`config.mk`:
```
export PLATFORM = sky130hd
export DESIGN_NAME = uart_bus_arbiter
export DESIGN_NICKNAME = d
export VERILOG_FILES = /design/src/rtl/uart_arb_pkg.sv /design/src/rtl/uart_arb_rr_pick.sv /design/src/rtl/uart_bus_arbiter.sv
export SDC_FILE = /design/constraint.sdc
export NUM_CORES = 1
export LEC_CHECK = 0
export ABC_CLOCK_PERIOD_IN_PS = 2290
export CAP_MARGIN = 0
export CELL_PAD_IN_SITES_DETAIL_PLACEMENT = 1
export CELL_PAD_IN_SITES_GLOBAL_PLACEMENT = 2
export CORE_UTILIZATION = 30
export CTS_BUF_LIST = sky130_fd_sc_hd__clkbuf_4 sky130_fd_sc_hd__clkbuf_8
export CTS_CLUSTER_SIZE = 14
export DETAILED_ROUTE_END_ITERATION = 16
export PLACE_DENSITY_LB_ADDON = 0.1
export SYNTH_ARGS = -nofsm -noshare
export SYNTH_HDL_FRONTEND = slang
export SYNTH_HIERARCHICAL = 1
export SYNTH_SLANG_ARGS = --single-unit
```
`constraint.sdc`:
```
create_clock -name clk -period 2.29 [get_ports clk]
set_input_delay 0.229 -clock clk [delete_from_list [all_inputs] [get_ports clk]]
set_output_delay 0.229 -clock clk [all_outputs]
set_load 0.02 [all_outputs]
```
`src/rtl/uart_arb_pkg.sv`:
```
// Shared definitions for the UART transfer-path arbiter.
//   state_t  : sequencer states
//   RW_READ  : direction code for a read transfer (1)
//   RW_WRITE : direction code for a write transfer (0)
package uart_arb_pkg;

  typedef enum logic [2:0] {
    S_IDLE,
    S_START,
    S_XFER,
    S_WFIN,
    S_DONE,
    S_ERR
  } state_t;

  localparam logic RW_READ  = 1'b1;
  localparam logic RW_WRITE = 1'b0;

endpackage

```
`src/rtl/uart_arb_rr_pick.sv`:
```
// Combinational round-robin picker.
// Searches the request vector starting at last_winner+1 and wrapping, and
// returns the first requester found.
//   req         in  NUM_MASTERS  request vector
//   last_winner in  IDX_W        index of the previously served master
//   winner      out NUM_MASTERS  one-hot winner (all zero when req is zero)
//   winner_idx  out IDX_W        index of the winner (0 when req is zero)
module uart_arb_rr_pick #(
  parameter int NUM_MASTERS = 2,
  parameter int IDX_W       = 1
) (
  input  logic [NUM_MASTERS-1:0] req,
  input  logic [IDX_W-1:0]       last_winner,
  output logic [NUM_MASTERS-1:0] winner,
  output logic [IDX_W-1:0]       winner_idx
);

  always_comb begin
    logic             found;
    logic [IDX_W-1:0] cand;
    int               pos;
    winner     = '0;
    winner_idx = '0;
    found      = 1'b0;
    for (int k = 1; k <= NUM_MASTERS; k++) begin
      pos = int'(last_winner) + k;
      if (pos >= NUM_MASTERS) pos = pos - NUM_MASTERS;
      cand = IDX_W'(pos);
      if (!found && req[cand]) begin
        found        = 1'b1;
        winner[cand] = 1'b1;
        winner_idx   = cand;
      end
    end
  end

endmodule

```
`src/rtl/uart_bus_arbiter.sv`:
```
// Sequencer/arbiter for the shared UART transfer path.
// Grants the path to one master at a time (round-robin), launches the
// transfer, counts words, waits for the memory write-finish on writes and
// returns a per-master done pulse.
// Optional watchdog: define UART_ARB_TIMEOUT_EN to enable the stall timer
// that raises bus_error; without it bus_error is tied low.
//   clk, resetn            clock, asynchronous active-low reset
//   req/req_rw/req_words   per-master request, direction, word count
//   grant                  one-hot grant
//   rw, word_number        latched direction / word count (held until next grant)
//   xfer_start             one-cycle launch pulse, one cycle after grant
//   word_done, xfer_stop   per-word progress / early stop from the UART path
//   mem_write_finish       memory write complete (writes only)
//   done, bus_error, busy  completion pulse, watchdog pulse, not-idle flag
module uart_bus_arbiter
  import uart_arb_pkg::*;
#(
  parameter int NUM_MASTERS    = 2,
  parameter int WORD_CNT_W     = 8,
  parameter int TIMEOUT_CYCLES = 1024
) (
  input  logic                            clk,
  input  logic                            resetn,
  input  logic [NUM_MASTERS-1:0]          req,
  input  logic [NUM_MASTERS-1:0]          req_rw,
  input  logic [NUM_MASTERS*WORD_CNT_W-1:0] req_words,
  output logic [NUM_MASTERS-1:0]          grant,
  output logic                            rw,
  output logic [WORD_CNT_W-1:0]           word_number,
  output logic                            xfer_start,
  input  logic                            word_done,
  input  logic                            xfer_stop,
  input  logic                            mem_write_finish,
  output logic [NUM_MASTERS-1:0]          done,
  output logic                            bus_error,
  output logic                            busy
);

  localparam int IDX_W = $clog2(NUM_MASTERS);
  localparam logic [WORD_CNT_W-1:0] CNT_ONE = WORD_CNT_W'(1);
  localparam logic [WORD_CNT_W-1:0] CNT_MAX = '1;

  if (NUM_MASTERS < 2 || NUM_MASTERS > 8 || TIMEOUT_CYCLES < 1) begin : g_bad_cfg
    $error("uart_bus_arbiter: unsupported parameter values");
  end

  state_t                 state_q, state_d;
  logic [IDX_W-1:0]       idx_q, idx_d;
  logic [IDX_W-1:0]       last_q, last_d;
  logic                   rw_q, rw_d;
  logic [WORD_CNT_W-1:0]  wn_q, wn_d;
  logic [WORD_CNT_W-1:0]  cnt_q, cnt_d;
  logic [NUM_MASTERS-1:0] grant_q, grant_d;
  logic                   xs_q, xs_d;

  logic [NUM_MASTERS-1:0] pick_onehot;
  logic [IDX_W-1:0]       pick_idx;
  logic [WORD_CNT_W-1:0]  sel_words;
  logic                   sel_rw;
  logic                   wd_expire;

  uart_arb_rr_pick #(
    .NUM_MASTERS(NUM_MASTERS),
    .IDX_W      (IDX_W)
  ) u_pick (
    .req        (req),
    .last_winner(last_q),
    .winner     (pick_onehot),
    .winner_idx (pick_idx)
  );

  // Mux the winning master's direction and word count.
  always_comb begin
    sel_words = '0;
    sel_rw    = RW_WRITE;
    for (int k = 0; k < NUM_MASTERS; k++) begin
      if (pick_idx == IDX_W'(k)) begin
        sel_words = req_words[k*WORD_CNT_W +: WORD_CNT_W];
        sel_rw    = req_rw[k];
      end
    end
  end

`ifdef UART_ARB_TIMEOUT_EN
  localparam int WD_W = $clog2(TIMEOUT_CYCLES + 1);
  logic [WD_W-1:0] wd_q;

  // Stall timer: restarts on launch and on any progress event, counts
  // only while a transfer is outstanding.
  always_ff @(posedge clk or negedge resetn) begin
    if (!resetn) begin
      wd_q <= '0;
    end else if (state_q == S_START || word_done || mem_write_finish) begin
      wd_q <= '0;
    end else if (state_q == S_XFER || state_q == S_WFIN) begin
      wd_q <= wd_q + WD_W'(1);
    end
  end

  assign wd_expire = (wd_q == WD_W'(TIMEOUT_CYCLES - 1));
  assign bus_error = (state_q == S_ERR);
`else
  assign wd_expire = 1'b0;
  assign bus_error = 1'b0;
`endif

  always_ff @(posedge clk or negedge resetn) begin
    if (!resetn) begin
      state_q <= S_IDLE;
      idx_q   <= '0;
      last_q  <= IDX_W'(NUM_MASTERS - 1);
      rw_q    <= RW_WRITE;
      wn_q    <= '0;
      cnt_q   <= '0;
      grant_q <= '0;
      xs_q    <= 1'b0;
    end else begin
      state_q <= state_d;
      idx_q   <= idx_d;
      last_q  <= last_d;
      rw_q    <= rw_d;
      wn_q    <= wn_d;
      cnt_q   <= cnt_d;
      grant_q <= grant_d;
      xs_q    <= xs_d;
    end
  end

  always_comb begin
    state_d = state_q;
    idx_d   = idx_q;
    last_d  = last_q;
    rw_d    = rw_q;
    wn_d    = wn_q;
    cnt_d   = cnt_q;
    grant_d = grant_q;
    xs_d    = 1'b0;
    unique case (state_q)
      S_IDLE: begin
        if (|req) begin
          idx_d   = pick_idx;
          rw_d    = sel_rw;
          wn_d    = sel_words;
          grant_d = pick_onehot;
          state_d = (sel_words == '0) ? S_DONE : S_START;
        end
      end
      S_START: begin
        xs_d    = 1'b1;
        cnt_d   = '0;
        state_d = S_XFER;
      end
      S_XFER: begin
        if (word_done && cnt_q != CNT_MAX) cnt_d = cnt_q + CNT_ONE;
        // Stop outranks the last-word decision so a stopped write skips WFIN.
        if (xfer_stop) begin
          state_d = S_DONE;
        end else if (word_done && cnt_q == wn_q - CNT_ONE) begin
          state_d = (rw_q == RW_READ) ? S_DONE : S_WFIN;
        end else if (!word_done && wd_expire) begin
          state_d = S_ERR;
        end
      end
      S_WFIN: begin
        if (mem_write_finish) state_d = S_DONE;
        else if (wd_expire)   state_d = S_ERR;
      end
      S_DONE, S_ERR: begin
        grant_d = '0;
        last_d  = idx_q;
        state_d = S_IDLE;
      end
      default: state_d = S_IDLE;
    endcase
  end

  assign grant       = grant_q;
  assign rw          = rw_q;
  assign word_number = wn_q;
  assign xfer_start  = xs_q;
  assign busy        = (state_q != S_IDLE);
  assign done        = (state_q == S_DONE || state_q == S_ERR)
                       ? (NUM_MASTERS'(1) << idx_q) : '0;

endmodule

```
==> summary.txt, run 1 <==
Status
  • Status: finished clean

Synth
  • Cells after synthesis: 191
  • Yosys cell types: 56
  • Ys flop type: dfrtp_1
  • Synth top area cells: dfrtp_1, mux2i_1, nor2_1, a21oi_1, xnor2_1
  • Avg Inst Size Synth: 8.93 um^2
  • Yosys warns: 6
  • Synth Register Bits: 25
  • Async SR Flop Fraction: between 90% and 100%
  • Post-synth EDFFs: 0
  • Share of the synthesized area in the top cell type: 35.2%
  • Most frequent cell after synthesis: nor2_1
  • Mapped cell area: 1710 um^2
  • Synth area leader: dfrtp_1
  • Post-synth top cells: nor2_1, dfrtp_1, a21oi_1
  • Post-synthesis sequential area ratio: 36.8%
  • Mapped Nets: 218

Clocking
  • Post CTS Setup Buffer Count: 0
  • Post_cts resized: 0
  • CTS Root Cell: clkbuf_8
  • Worst skew pair latency: 270 ps
  • # hold bufs at CTS: 0
  • Clk sinks: 25
  • CTS H-Tree Depth: 1
  • Max clock buf depth: 2
  • CTS tree: yes
  • Num CTS Buffers: 3
  • Clock transition at path regs: 90 ps

Min path
  • HP Class: in2async

STA
  • Hold_ws: 337 ps
  • Final period utilization: between 90% and 100%
  • Final hold violation count: 0
  • Slew headroom: 63.3%
  • Setup_tns: 0 ps
  • Setup ws final: ~130 ps
  • Least-Margin Pin Slew: 543 ps
  • RSZ-0062 raised after global routing: false
  • Fin crit period: 2160 ps
  • Final setup viols: 0
  • Max Slew Vio Count: 0
  • Clock skew: 6.60 ps
  • FMAX: between 0.4 and 0.5 GHz

Placement
  • Hpwl dp: 4.17 mm
  • Pre-CTS WS: 55.8 ps
  • Area after DPL: 2200 um^2
  • Number of buffers added on ports: 39
  • Routability cong.: around 0.77

Worst setup path
  • End of the worst register-to-register path: state_q[2]
  • Crit-path leading delay family: buffers and inverters
  • CP Depth: 3
  • Crit path launch: state_q[1]
  • Critical path fanouts, max: 13
  • Worst-case reg-to-reg path depth: 7
  • Startpoint types: flop
  • Critical Path AT: around 1900 ps
  • Flop2flop setup slack: 250 ps
  • CP required: 2060 ps
  • Crit end category: primary output
  • WS Path Type: reg2out
  • CP peak stage delay: 630 ps
  • Crit-path cells: inv_1 -> nand2_1 -> clkdlybuf4s50_1
  • CP max stage cell: clkdlybuf4s50_1
  • Critical Path Sink: busy
  • Worst R2R Start: word_number[0]
  • Worst Path Buf+Inv: 2

Floorplanning
  • Initial Util: 31.0%
  • Row count: 27
  • Core Area: 5510 um^2
  • Ports: 41
  • Die area: 5990 um^2
  • Die W: 77.4 um
  • Die H: 77.4 um

Routing
  • Drt total wl: 5.27 mm
  • DR iter-0 viols: 58
  • Drt pass-1 iters: 4
  • Vias per inst: roughly 5.4
  • WL/cell: roughly 17 um
  • DR vias: 1664
  • Residual DRC: 0
  • Final ANT Viol Nets: 0

Global route
  • First-pass GRT wire length: 8.94 mm
  • Initial antenna violation count: 0
  • Largest net degree at the start of global routing: 26
  • Vias in the first global route: 1804
  • Gr usage total: 19.0%
  • Total global routing overflow: 0

Power
  • Clock share of power: 11.0%
  • Combinational Power Share: between 50 and 60%
  • Sequential share of power: 33.7%
  • Switching Share: around 45%
  • Pleak: between 0.8 and 0.9 nW
  • Tot Pwr: 2.54 mW
  • Pwr dens: 1130 nW/um^2
  • Max IR drop VDD: about 560 uV
  • P_int: 1.40 mW
  • Sw power: 1.14 mW

Cells and area
  • Reg area: approximately 630 um^2
  • Area of the multi-input gates: 987 um^2
  • Layout area overhead: 31.8%
  • Fin area: roughly 2200 um^2
  • Nets: 262
  • Share of cells above drive strength 1: 10.7%
  • Fillers: 650
  • N_diodes: 0

Job
  • Max_cap viols: 0
[how the worst min path moves through the flow]
| stage | end | slack [ps] | cells after the start |
|---|---|---|---|
| 2_1_floorplan | cnt_q[0] | -70 | 0 |
| 3_3_place_gp | grant[0] | 520 | 2 |
| 3_5_place_dp | grant[1] | 540 | 2 |
| 4_1_cts | grant[0] | 340 | 2 |
| 5_1_grt | idx_q | 350 | 2 |
| 6_report | grant[0] | 340 | 2 |
[cell families after synthesis]
logic type	count (synthesis)	share of synthesized area [%]
AND/OR/NAND/NOR	69	21.9
other	1	0.220
multiplexers	13	7.78
flip-flops	25	36.8
adder cells (fa/ha/maj)	2	1.47
AO/OA/AOI/OAI	53	20.8
XOR/XNOR	11	5.65
buffers and inverters	17	5.35
[layer usage]
layer	vias to the layer above	global-route usage, %	part of all wire, %	wire length [um]
li1	787	-	-	-
met1	838	24.0	46	2450
met2	31	33.7	50	2620
met3	8	2.00	2.1	108
met4	0	5.47	1.7	91
met5	-	0	0	0
[flip-flops by register name, summed over array words and instances, names as in the netlist]
| name | count |
|---|---|
| rw | 1 |
| xfer_start | 1 |
| state_q | 3 |
| idx_q | 1 |
| last_q | 1 |
| cnt_q | 8 |
| word_number | 8 |
| grant | 2 |
[power groups by stage]
stage          Clock, mW  Sequential, mW  Combinational, mW
3_3_place_gp           0           0.851               1.36
4_1_cts            0.299           0.857               1.42
5_1_grt            0.318           0.885               1.56
3_5_place_dp           0           0.864               1.41
6_report           0.278           0.855               1.41
2_1_floorplan          0           0.880              0.805
[per-stage QoR]
| stage | util, % | cells |
|---|---|---|
| floorplan | - | 191 |
| global placement | 39.9 | 302 |
| detailed placement | 39.9 | 302 |
| CTS | 40.8 | 306 |
| global route | 40.8 | 306 |
| finish | 40.8 | 306 |
[area by class of cell]
| class | count | share of cell area (%) |
|---|---|---|
| well taps | 72 | 4.01 |
| repair buffers | 50 | 21.0 |
| clock buffers | 4 | 2.17 |
| multi-input cells | 149 | 43.9 |
| flip-flops and latches | 25 | 27.9 |
| inverters | 6 | 1.00 |
[layout by cell type, fill, tap and decap left out, types with 2 or more instances in the layout]
cell type	netlist	routed
nor2_1	27	27
a31oi_1	4	4
o21ai_0	9	9
mux2i_1	11	11
nand2b_1	4	4
o311ai_1	2	2
a21oi_1	17	17
o31a_1	2	2
clkbuf_8	0	3
a21boi_1	1	2
a211oi_1	2	2
mux2_2	2	2
xnor2_1	8	8
dfrtp_1	24	24
xor2_1	3	3
ha_1	2	2
nor3_1	9	9
inv_1	6	6
a32oi_1	2	2
clkdlybuf4s50_1	0	39
nand4_1	2	2
nand2_1	6	6
nor2b_1	3	3
buf_4	3	11
nand3b_1	2	2
nor4_1	3	3
No activity file was read; power rests on OpenSTA's default activity.
==> inputs of run 2 (changes only) <==
--- a/config.mk
+++ b/config.mk
@@ -14,6 +14,7 @@
 export CTS_CLUSTER_SIZE = 14
 export DETAILED_ROUTE_END_ITERATION = 16
 export PLACE_DENSITY_LB_ADDON = 0.1
+export SETUP_SLACK_MARGIN = 0.02
 export SYNTH_ARGS = -nofsm -noshare
 export SYNTH_HDL_FRONTEND = slang
 export SYNTH_HIERARCHICAL = 1
==> run 2 against run 1 <==
Core utilization barely moved. Hold slack is essentially flat. Critical path depth is the same. Total power is essentially flat.
==> summary.txt, run 2 (synthesized netlist as in run 1, its figures left out) <==
Cells and area
  • Fillers: 652 (+0.31%)
  • Area of the multi-input gates: 987 um^2 (unchanged)
  • Reg area: 628 um^2 (+0.20%)
  • Layout area overhead: 31.9% (about the same)
  • Most common cell after layout, fill and taps aside: clkdlybuf4s50_1
  • N_diodes: 0 (unchanged)
  • Commonest cells after routing, fill and taps aside: clkdlybuf4s50_1, nor2_1, dfrtp_1
  • Nets: 262 (unchanged)
  • Share of cells above drive strength 1: 11.1% (+0.43 points)

Clocking
  • Max clock buf depth: 2 (unchanged)
  • Worst skew pair latency: 270 ps (about the same)
  • CTS Root Cell: clkbuf_8
  • Clk sinks: 25 (unchanged)
  • Clock transition at path regs: 90 ps (about the same)
  • Post CTS Setup Buffer Count: 0 (unchanged)
  • CTS H-Tree Depth: 1 (unchanged)
  • Num CTS Buffers: 3 (unchanged)
  • CTS tree: yes

Power
  • Sequential share of power: 33.7% (about the same)
  • Switching Share: 44.9% (about the same)
  • Max IR drop VDD: 568 uV (+1.4%)
  • Clock share of power: 11.0% (about the same)
  • P_int: 1.40 mW (+0.15%)
  • Sw power: 1.14 mW (about the same)
  • Pleak: 0.892 nW (-0.14%)
  • Combinational Power Share: 55.3% (about the same)
  • Pwr dens: 1130 nW/um^2 (about the same)

STA
  • FMAX: 0.480 GHz (+3.7%)
  • Final setup viols: 0 (unchanged)
  • Clock skew: 6.43 ps (-0.162 ps)
  • Max Slew Vio Count: 0 (unchanged)
  • Slew headroom: 63.3% (about the same)
  • Fin crit period: 2080 ps (-77.4 ps)
  • Final period utilization: 91.0% (-3.4 points)
  • Setup_tns: 0 ps (unchanged)
  • RSZ-0062 raised after global routing: false
  • Final hold violation count: 0 (unchanged)
  • Hold_ws: 337 ps (-0.0330 ps)
  • Least-Margin Pin Slew: 542 ps (-0.185 ps)

Worst setup path
  • Crit path launch: state_q[2]
  • Crit-path cells: nor2b_1 -> and2_1 -> clkdlybuf4s50_1
  • Critical Path AT: 1850 ps (-80 ps)
  • CP required: 2060 ps (about the same)
  • End of the worst register-to-register path: state_q[2]
  • Crit end category: primary output
  • Worst-case reg-to-reg path depth: 7 (unchanged)
  • CP peak stage delay: 630 ps (about the same)
  • Startpoint types: flop
  • CP Depth: 3 (unchanged)
  • CP max stage cell: clkdlybuf4s50_1
  • Critical path fanouts, max: 7 (-6)
  • Critical Path Sink: done[1]
  • WS Path Type: reg2out
  • Crit-path leading delay family: buffers and inverters
  • Flop2flop setup slack: 250 ps (about the same)
  • Worst Path Buf+Inv: 1 (-1)
  • Worst R2R Start: word_number[0]

Floorplanning
  • Die H: 77.4 um (unchanged)
  • Initial Util: 31.0% (unchanged)
  • Die area: 5990 um^2 (unchanged)
  • Die W: 77.4 um (unchanged)
  • Core Area: 5510 um^2 (unchanged)
  • Row count: 27 (unchanged)
  • Ports: 41 (unchanged)

Placement
  • Number of buffers added on ports: 39 (unchanged)
  • Routability cong.: 0.769 (unchanged)
  • Hpwl dp: 4.17 mm (unchanged)

Status
  • Status: finished clean

Routing
  • Drt pass-1 iters: 4 (unchanged)
  • Vias per inst: 5.43 (-0.18%)
  • Final ANT Viol Nets: 0 (unchanged)
  • DR vias: 1661 (-0.18%)
  • Residual DRC: 0 (unchanged)
  • WL/cell: 17.2 um (+0.11%)
  • DR iter-0 viols: 48 (-17%)
  • Drt total wl: 5.27 mm (+0.11%)

Min path
  • HP Class: in2async

Global route
  • First-pass GRT wire length: 8.94 mm (unchanged)
  • Initial antenna violation count: 0 (unchanged)
  • Total global routing overflow: 0 (unchanged)
  • Vias in the first global route: 1804 (unchanged)
  • Gr usage total: 19.0% (unchanged)
  • Largest net degree at the start of global routing: 26 (unchanged)

Job
  • Max_cap viols: 0 (unchanged)
-- run 2: cell counts in the layout (fill, tap and decap cells not counted) --
No cell type changed its count.
-- run 2: metrics by stage --
step / power (mW) / cell area (um^2) / worst slack, ps / cells / util (%)
global route: 2.76 / 2250 / 63.9 / 306 / 40.9
global placement: 2.22 / 2200 / 172 / 302 / 39.9
detailed placement: 2.28 / 2200 / 55.8 / 302 / 39.9
finish: 2.54 / 2250 / 207 / 306 / 40.9
floorplan: 1.69 / 1710 / 194 / 191 / -
CTS: 2.58 / 2250 / 102 / 306 / 40.8
-- run 2: power groups by stage --
stage | Sequential [mW] | Combinational, mW | Clock, mW
CTS | 0.857 | 1.42 | 0.299
floorplan | 0.880 | 0.805 | 0
global route | 0.886 | 1.56 | 0.319
global placement | 0.851 | 1.36 | 0
detailed placement | 0.864 | 1.41 | 0
finish | 0.857 | 1.41 | 0.278
-- run 2: layer usage --
metal	GRT usage, %	wire (um)	vias to the layer above
met4	5.47	91	0
met1	24.0	2440	833
met2	33.7	2620	34
met3	2.00	112	8
li1	-	-	786
met5	0	0	-
-- run 2: area by class of cell --
cell class / count / share of cell area, %
clock buffer: 4 / 2.17
inverter: 6 / 1.00
multi-input combinational: 149 / 43.9
sequential: 25 / 27.9
tap: 72 / 4.00
timing repair buffer: 50 / 21.0
-- run 2: worst min path at each step --
stage | depth (start not counted) | from | end | slack, ps
floorplan | 0 | resetn | cnt_q[0] | -70
global placement | 2 | grant[0] | grant[0] | 520
detailed placement | 2 | grant[1] | grant[1] | 540
CTS | 2 | resetn | grant[0] | 340
global route | 2 | resetn | idx_q | 350
finish | 2 | resetn | grant[0] | 340
-- run 2: repair_timing --
item                                    4_1_cts  5_1_grt
endpoints found under the setup margin        0        1
hold buffers                                  0        0
gates resized for setup                       0        1
